<file path="config.mk">
export PLATFORM = sky130hd
export DESIGN_NAME = display_datapath
export DESIGN_NICKNAME = d
export VERILOG_FILES = /design/src/rtl/display_datapath.sv
export SDC_FILE = /design/constraint.sdc
export NUM_CORES = 1
export LEC_CHECK = 0
export CORE_ASPECT_RATIO = 1.4
export CORE_MARGIN = 2
export CORE_UTILIZATION = 53
export DETAILED_ROUTE_END_ITERATION = 8
export PLACE_DENSITY = 0.91
export SYNTH_ARGS = -nofsm -noshare
export SYNTH_HDL_FRONTEND = slang
export SYNTH_SLANG_ARGS = --single-unit
export TNS_END_PERCENT = 20
</file>
<file path="constraint.sdc">
create_clock -name clock -period 2.66 [get_ports clock]
set_input_delay 0.532 -clock clock [delete_from_list [all_inputs] [get_ports clock]]
set_output_delay 0.532 -clock clock [all_outputs]
set_load 0.01 [all_outputs]
</file>
<file path="src/rtl/display_datapath.sv">
// Note-highway draw datapath: scrolling 8x4 note grid, box origin/pixel address latches, VGA plot strobes.
// Optional HIT_LINE_EN macro: empty cells in grid row 6 draw white to highlight the strum line.
module display_datapath #(
    parameter int unsigned LANE_X0   = 24,
    parameter logic [2:0]  BG_COLOUR = 3'b000
) (
    input  logic        clock,
    input  logic        reset,
    input  logic        loadDefault,
    input  logic        writeDefault,
    input  logic        loadStartAddress,
    input  logic        loadX,
    input  logic        loadY,
    input  logic        writeToScreen,
    input  logic        shiftSong,
    input  logic [15:0] gridCounter,
    input  logic [1:0]  boxCounter,
    input  logic [15:0] pixelCount,
    input  logic [3:0]  noteIn,
    output logic [7:0]  x,
    output logic [6:0]  y,
    output logic [2:0]  colour,
    output logic        plot,
    output logic [3:0]  hitRow
);

    localparam int unsigned ROWS     = 8;
    localparam int unsigned LANES    = 4;
    localparam int unsigned SCREEN_W = 160;
    localparam int unsigned SCREEN_H = 120;
    localparam int unsigned HIT_ROW  = 6;

    logic [LANES-1:0] grid [ROWS];
    logic [7:0]       base_x;
    logic [6:0]       base_y;
    logic [2:0]       cell_colour;
    logic             cell_offscreen;

    logic [2:0] row_sel;
    logic       cell_bit;
    logic [2:0] lane_colour;
    logic [2:0] empty_colour;
    logic [2:0] next_cell_colour;
    logic [7:0] next_base_x;
    logic [6:0] next_base_y;
    logic       clear_on_screen;
    logic       unused_bits;

    assign unused_bits = ^{gridCounter[15], pixelCount[15:7]};

    // Cell lookup for the box addressed by gridCounter row / boxCounter lane
    always_comb begin
        row_sel     = gridCounter[2:0];
        cell_bit    = grid[row_sel][boxCounter];
        lane_colour = 3'b010;
        case (boxCounter)
            2'd0: lane_colour = 3'b010;
            2'd1: lane_colour = 3'b100;
            2'd2: lane_colour = 3'b110;
            2'd3: lane_colour = 3'b001;
            default: lane_colour = 3'b010;
        endcase
`ifdef HIT_LINE_EN
        empty_colour = (row_sel == 3'(HIT_ROW)) ? 3'b111 : BG_COLOUR;
`else
        empty_colour = BG_COLOUR;
`endif
        next_cell_colour = cell_bit ? lane_colour : empty_colour;
        next_base_x      = 8'(LANE_X0) + {1'b0, boxCounter, 5'b0_0000};
        next_base_y      = {row_sel, 4'b0000};
        clear_on_screen  = (gridCounter[7:0] < 8'(SCREEN_W)) &&
                           (gridCounter[14:8] < 7'(SCREEN_H));
    end

    always_ff @(posedge clock) begin
        if (reset) begin
            for (int r = 0; r < int'(ROWS); r++) grid[r] <= '0;
            x              <= '0;
            y              <= '0;
            base_x         <= '0;
            base_y         <= '0;
            cell_colour    <= '0;
            cell_offscreen <= 1'b0;
            colour         <= '0;
            plot           <= 1'b0;
            hitRow         <= '0;
        end else begin
            // Scroll is independent of the draw strobes; a same-cycle load sees the pre-shift grid
            if (shiftSong) begin
                for (int r = int'(ROWS) - 1; r > 0; r--) grid[r] <= grid[r-1];
                grid[0] <= noteIn;
            end
            hitRow <= grid[HIT_ROW];
            plot   <= 1'b0;

            if (loadDefault) begin
                x      <= '0;
                y      <= '0;
                base_x <= '0;
                base_y <= '0;
                colour <= '0;
            end else if (writeDefault) begin
                x      <= gridCounter[7:0];
                y      <= gridCounter[14:8];
                colour <= BG_COLOUR;
                plot   <= clear_on_screen;
            end else if (loadStartAddress) begin
                base_x         <= next_base_x;
                base_y         <= next_base_y;
                cell_colour    <= next_cell_colour;
                cell_offscreen <= (row_sel == 3'(ROWS - 1));
            end else begin
                if (loadX) x <= base_x + {4'b0000, pixelCount[3:0]};
                if (loadY) y <= base_y + {4'b0000, pixelCount[6:4]};
                if (writeToScreen) begin
                    colour <= cell_colour;
                    plot   <= !cell_offscreen && (x < 8'(SCREEN_W));
                end
            end
        end
    end

endmodule

</file>
======== Word-level counts from Yosys, hierarchy flattened ========
Memory sizes are Yosys's and may differ from the RTL's.
Index checks and enable logic that the tools add are counted.
operators by class
  magnitude comparators ................... 4
  reductions and logical operators ........ 13
  mux-type cells .......................... 26
  equality and inequality tests ........... 5
  add/sub/neg operators ................... 3
  bitwise logic cells ..................... 11
operators by type and width
  kind                                                                   number
  4-bit 2-to-1 mux                                                       8
  8-bit 2-to-1 mux                                                       3
  7-bit 2-to-1 mux                                                       3
  8-bit < comparator (second input constant)                             2
  3-bit case mux with 4 select lines                                     1
  1-bit 2-to-1 mux                                                       9
  5-bit by 7-bit adder with 8-bit output (first input constant)          1
  8-bit by 4-bit adder with 8-bit output                                 1
  1-bit bitwise OR                                                       8
  2-bit AND reduction                                                    4
  7-bit by 3-bit adder with 7-bit output                                 1
  7-bit < comparator (second input constant)                             1
  2-bit == test (second input constant)                                  2
  2-bit nonzero test                                                     2
  3-bit == test (second input constant)                                  1
  2-bit by 3-bit < comparator with 1-bit output (second input constant)  1
  3-bit 2-to-1 mux                                                       1
  1-bit NOT                                                              3
  3-bit AND reduction                                                    1
  3-bit OR reduction                                                     1
  1-bit binary-select mux with 2-bit select                              1
  2-bit by 1-bit == test with 1-bit output (second input constant)       1
  1-bit logical AND                                                      2
  2-bit logical NOT                                                      1
  3 further kinds                                                        3
word-level totals
  output and inout port bits .............. 23
  logic and storage cells ................. 72
  bits in writable memories ............... 32
  memories ................................ 1
  register bits after elaboration ......... 38
memories
  name  depth  width  read ports  clocked after memory_dff  write ports  line  text
  grid  8      4      8           0                         8            33    logic [LANES-1:0] grid [ROWS];

======== Longest topological paths before layout ========
  depth in word-level cells ............... 5
  depth in mapped cells ................... 8
  depth with buffers taken out ............ 6

======== Worst setup path after synthesis ========
OpenSTA, ideal clock, no wires.
  path kind ............................... input to register
  start ................................... input gridCounter[2]
  end ..................................... register cell_colour[0]
  arrival ................................. 1.670 ns
  path buffers ............................ 2
  cell stages on the path ................. 6
  path slack .............................. 0.872 ns
  required time ........................... 2.543 ns
  cell sequence ........................... buf_6 > buf_2 > mux2i_1 > a221oi_1 > a211o_1 > a32o_1
on the way
  longest elaborated chain between the ends .. 4
RTL lines
  element                                    line  text
  start, declared                            16    input logic [15:0] gridCounter,
  memory 8 x 4 bit                           -
  1-bit binary-select mux with 2-bit select  54    cell_bit = grid[row_sel][boxCounter];
  1-bit 2-to-1 mux (implied by the code)     54
  3-bit 2-to-1 mux                           68    next_cell_colour = cell_bit ? lane_colour : empty_colour;
  end signal, assigned                       110   cell_colour <= next_cell_colour;
  end, declared                              36    logic [2:0] cell_colour;
No other way between the ends. The select of a mux whose other input is x is not followed.
A chain may end at the register's enable or synchronous reset.

======== Worst setup path after layout ========
Ends and elaborated chain as after synthesis.

==> impl_results.md <==
* Status: finished, final reports clean
* Synth cell types at 34
* Die area at 6168 um^2
* Avg Cell Area, Syn at 10.93 um^2
* Sum Neg Setup Slack at 0 ps
* Synthesized Nets at 322
* Worst EP required at 2890 ps
* Main combinational cell family by area after synthesis: simple AND/OR/NAND/NOR gates
* Metal3 WL at 439 um
* Row count at 32
* Hold Path Stages at 2
* Hold Crit Endpoint: cell_offscreen$_SDFFE_PP0P_
* RSZ-0062 raised after global routing: no
* Sw Share at 23.05%
* Max-Cap Viols at 0
* Uppermost layer routed: met4
* Hold Path Origin: cell_offscreen$_SDFFE_PP0P_
* First-pass detailed-route iteration total at 4
* Area after DPL at 3632 um^2
* Worst-case reg-to-reg path depth at 5
* All-Layer GR Usage at 21.37%
* Share of cells above drive strength 1 at 9.763%
* Hold Buf Count CTS at 0
* I/O Buffers at 59
* CTS buffer count at 9
* Drc violations at 0
* Worst Setup Path Type: primary input to flop
* Slew @ Worst Pin at 583.8 ps
* Layout Skew at 5.112 ps
* Gr ovfl total at 0
* Register area share after synthesis at 55.15%
* H-tree Lvls at 3
* Post-layout util at 70.01%
* Yosys top cell area share at 32.68%
* Mapped Area at 2940 um^2
* CP arrival at 2390 ps
* P_int at 1.642 mW
* Launching point of the worst reg2reg path: grid[3][0]$_SDFFCE_PN0P_
* Worst-skew pair later-pin latency at 340 ps
* RR Endpoint: cell_colour[0]$_SDFFE_PP0P_
* Clock sinks at 65
* Synth Area in Adders at 2.553%
* Pleak at 1.518 nW
* Die W at 66.95 um
* Max FO, Critical Path at 23
* Clock tree buffer depth at 2
* Mux share of post-synthesis cell area at 10.21%
* Warnings, synthesis at 0
* Xor and xnor area share after synthesis at 0.5957%
* Final Wtd Congestion at 0.7522
* Yosys reg bits at 65
* Remaining antenna violation count at 0
* Antenna violations before repair at 0
* Worst VDD drop at 301.3 uV
* Pwr dens at 559.9 nW/um^2
* WL met2 at 3.069 mm
* Post-synthesis simple-gate area fraction at 19.49%
* Area Overhead vs Synth at 29.66%
* Slew Viols, Final at 0
* Hold violation count in the final report at 0
* Largest net degree at the start of global routing at 25
* Post-Synthesis Cells at 269
* Worst reg-to-reg setup slack at 1010 ps
* Cell area after layout at 3812 um^2
* Wl on met1 at 2.466 mm
* Mean routed wirelength per cell at 14.94 um
* CTS root buf: clkbuf_8
* Critical Path Sink Type: flop
* Vias after detailed routing at 2152
* P_sw at 0.4920 mW
* Clk pwr share at 35.2%
* Hold Crit Class: flop to flop
* FMAX at 462.9 MHz
* Nets at 387
* Flop pwr share at 52.6%
* Chip height at 92.13 um
* Normalized max-slew margin at 60.93%
* CTS tree: built
* ANT cells at 0
* HPWL Detailed at 4.434 mm
* Yosys top cell by area: edfxtp_1
* Clk pin slew, worst setup/hold paths at 60 ps
* Compound-Gate Fraction of Synth Area at 8.638%
* Tcrit/Tclk final at 81.21%
* Via density at 5.300
* First-pass GRT wire length at 9.880 mm
* Startpoint types: primary input
* # setup viols final at 0
* Starting Density at 54.00%
* Final WL at 6.064 mm
* Initial DRC count at 86
* Final min period at 2160 ps
* Postcts setup bufs at 0
* Combinational share of power at 12.2%
* CORE AREA at 5445 um^2
* IO Pins at 70
* Vias in the first global route at 2203
* Post-CTS Resized at 0
* Ranking of synthesized cells by area: edfxtp_1, dfxtp_1, mux2i_1, and2_1, nor2_1
placed cells by master, fill, tap and decap left out, drive strengths merged:
cell type,n
nand3,2
and2b,6
clkbuf,12
dfxtp,33
nand2b,1
or2,3
a211o,1
o21ai,2
clkdlybuf4s50,59
a21oi,18
buf,10
and2,32
or3,1
nand4,5
mux2i,30
a22oi,4
nor4,1
xor2,1
nand2,8
a221oi,1
nor2,39
nor2b,6
xnor2,1
o22ai,1
nor3,5
edfxtp,32
a211oi,8
clkinv,3
inv,4
a32o,3
ha,6
power groups by stage:
stage	sequential (mW)	clock (mW)	combinational, mW
3_5_place_dp	1.14	0	0.261
6_report	1.12	0.752	0.261
2_1_floorplan	1.14	0	0.135
3_3_place_gp	1.14	0	0.253
5_1_grt	1.13	0.808	0.286
4_1_cts	1.12	0.770	0.263
critical path, cell delays in order:
cell and delay, ps:
clkdlybuf4s50_1 510, buf_12 190, and2b_4 200, a211oi_1 210, a221oi_1 90, a211o_1 380, a32o_1 270
Yosys cell counts (all sizes together):
cell type  instances
nor3               5
or3                1
ha                 6
nand2              8
a211o              1
and2b              6
xnor2              1
nand3              2
o21ai              2
a21oi             18
nor2b              6
a32o               3
a22oi              4
nor4               1
clkbuf            10
a221oi             1
mux2i             30
edfxtp            32
and2              32
xor2               1
buf                5
or2                3
nor2              39
a211oi             8
nand2b             1
inv                4
dfxtp             33
o22ai              1
nand4              5
sequential cells by signal, indices dropped and copies added (netlist names):
register / cells
cell_colour: 3
grid: 32
plot: 1
base_y: 3
colour: 3
base_x: 3
hitRow: 4
cell_offscreen: 1
x: 8
y: 7
through the flow:
stage | setup slack, ps | power, mW | instances | hold WS [ps]
2_1_floorplan | 872.1 | 1.277 | 269 | 432.6
3_3_place_gp | 232.4 | 1.394 | 391 | 443.8
3_5_place_dp | 161.0 | 1.405 | 391 | 456.3
4_1_cts | 514.8 | 2.155 | 406 | 472.0
5_1_grt | 409.6 | 2.221 | 406 | 481.1
6_report | 499.8 | 2.134 | 406 | 468.0
worst max-delay path by stage:
stage,endpoint,depth (start not counted),from
finish,cell_colour[0]$_SDFFE_PP0P_,7,gridCounter[2]
detailed placement,cell_colour[0]$_SDFFE_PP0P_,7,gridCounter[2]
global route,cell_colour[0]$_SDFFE_PP0P_,7,gridCounter[2]
global placement,cell_colour[2]$_SDFFE_PP0P_,8,gridCounter[2]
floorplan,cell_colour[0]$_SDFFE_PP0P_,6,gridCounter[2]
CTS,cell_colour[0]$_SDFFE_PP0P_,7,gridCounter[2]
routing by layer:
metal | GRT usage, % | vias up
met5 | 0 | -
met4 | 8.163 | 0
met3 | 6.626 | 8
met2 | 37.33 | 65
met1 | 23.69 | 1007
li1 | - | 1072
logic make-up after synthesis:
family,Yosys count
flip-flops,65
XOR/XNOR,2
buffers and inverters,19
multiplexers,30
AO/OA/AOI/OAI,38
adder cells (fa/ha/maj),6
AND/OR/NAND/NOR,109
final cells by class:
class,instances,area [um^2]
inverters,4,15.01
well taps,68,85.08
repair buffers,69,690.7
clock buffers,12,165.2
fillers,405,1633
flip-flops and latches,65,1622
clock inverters,3,15.01
multi-input cells,185,1220
No activity file was read; power rests on OpenSTA's default activity.
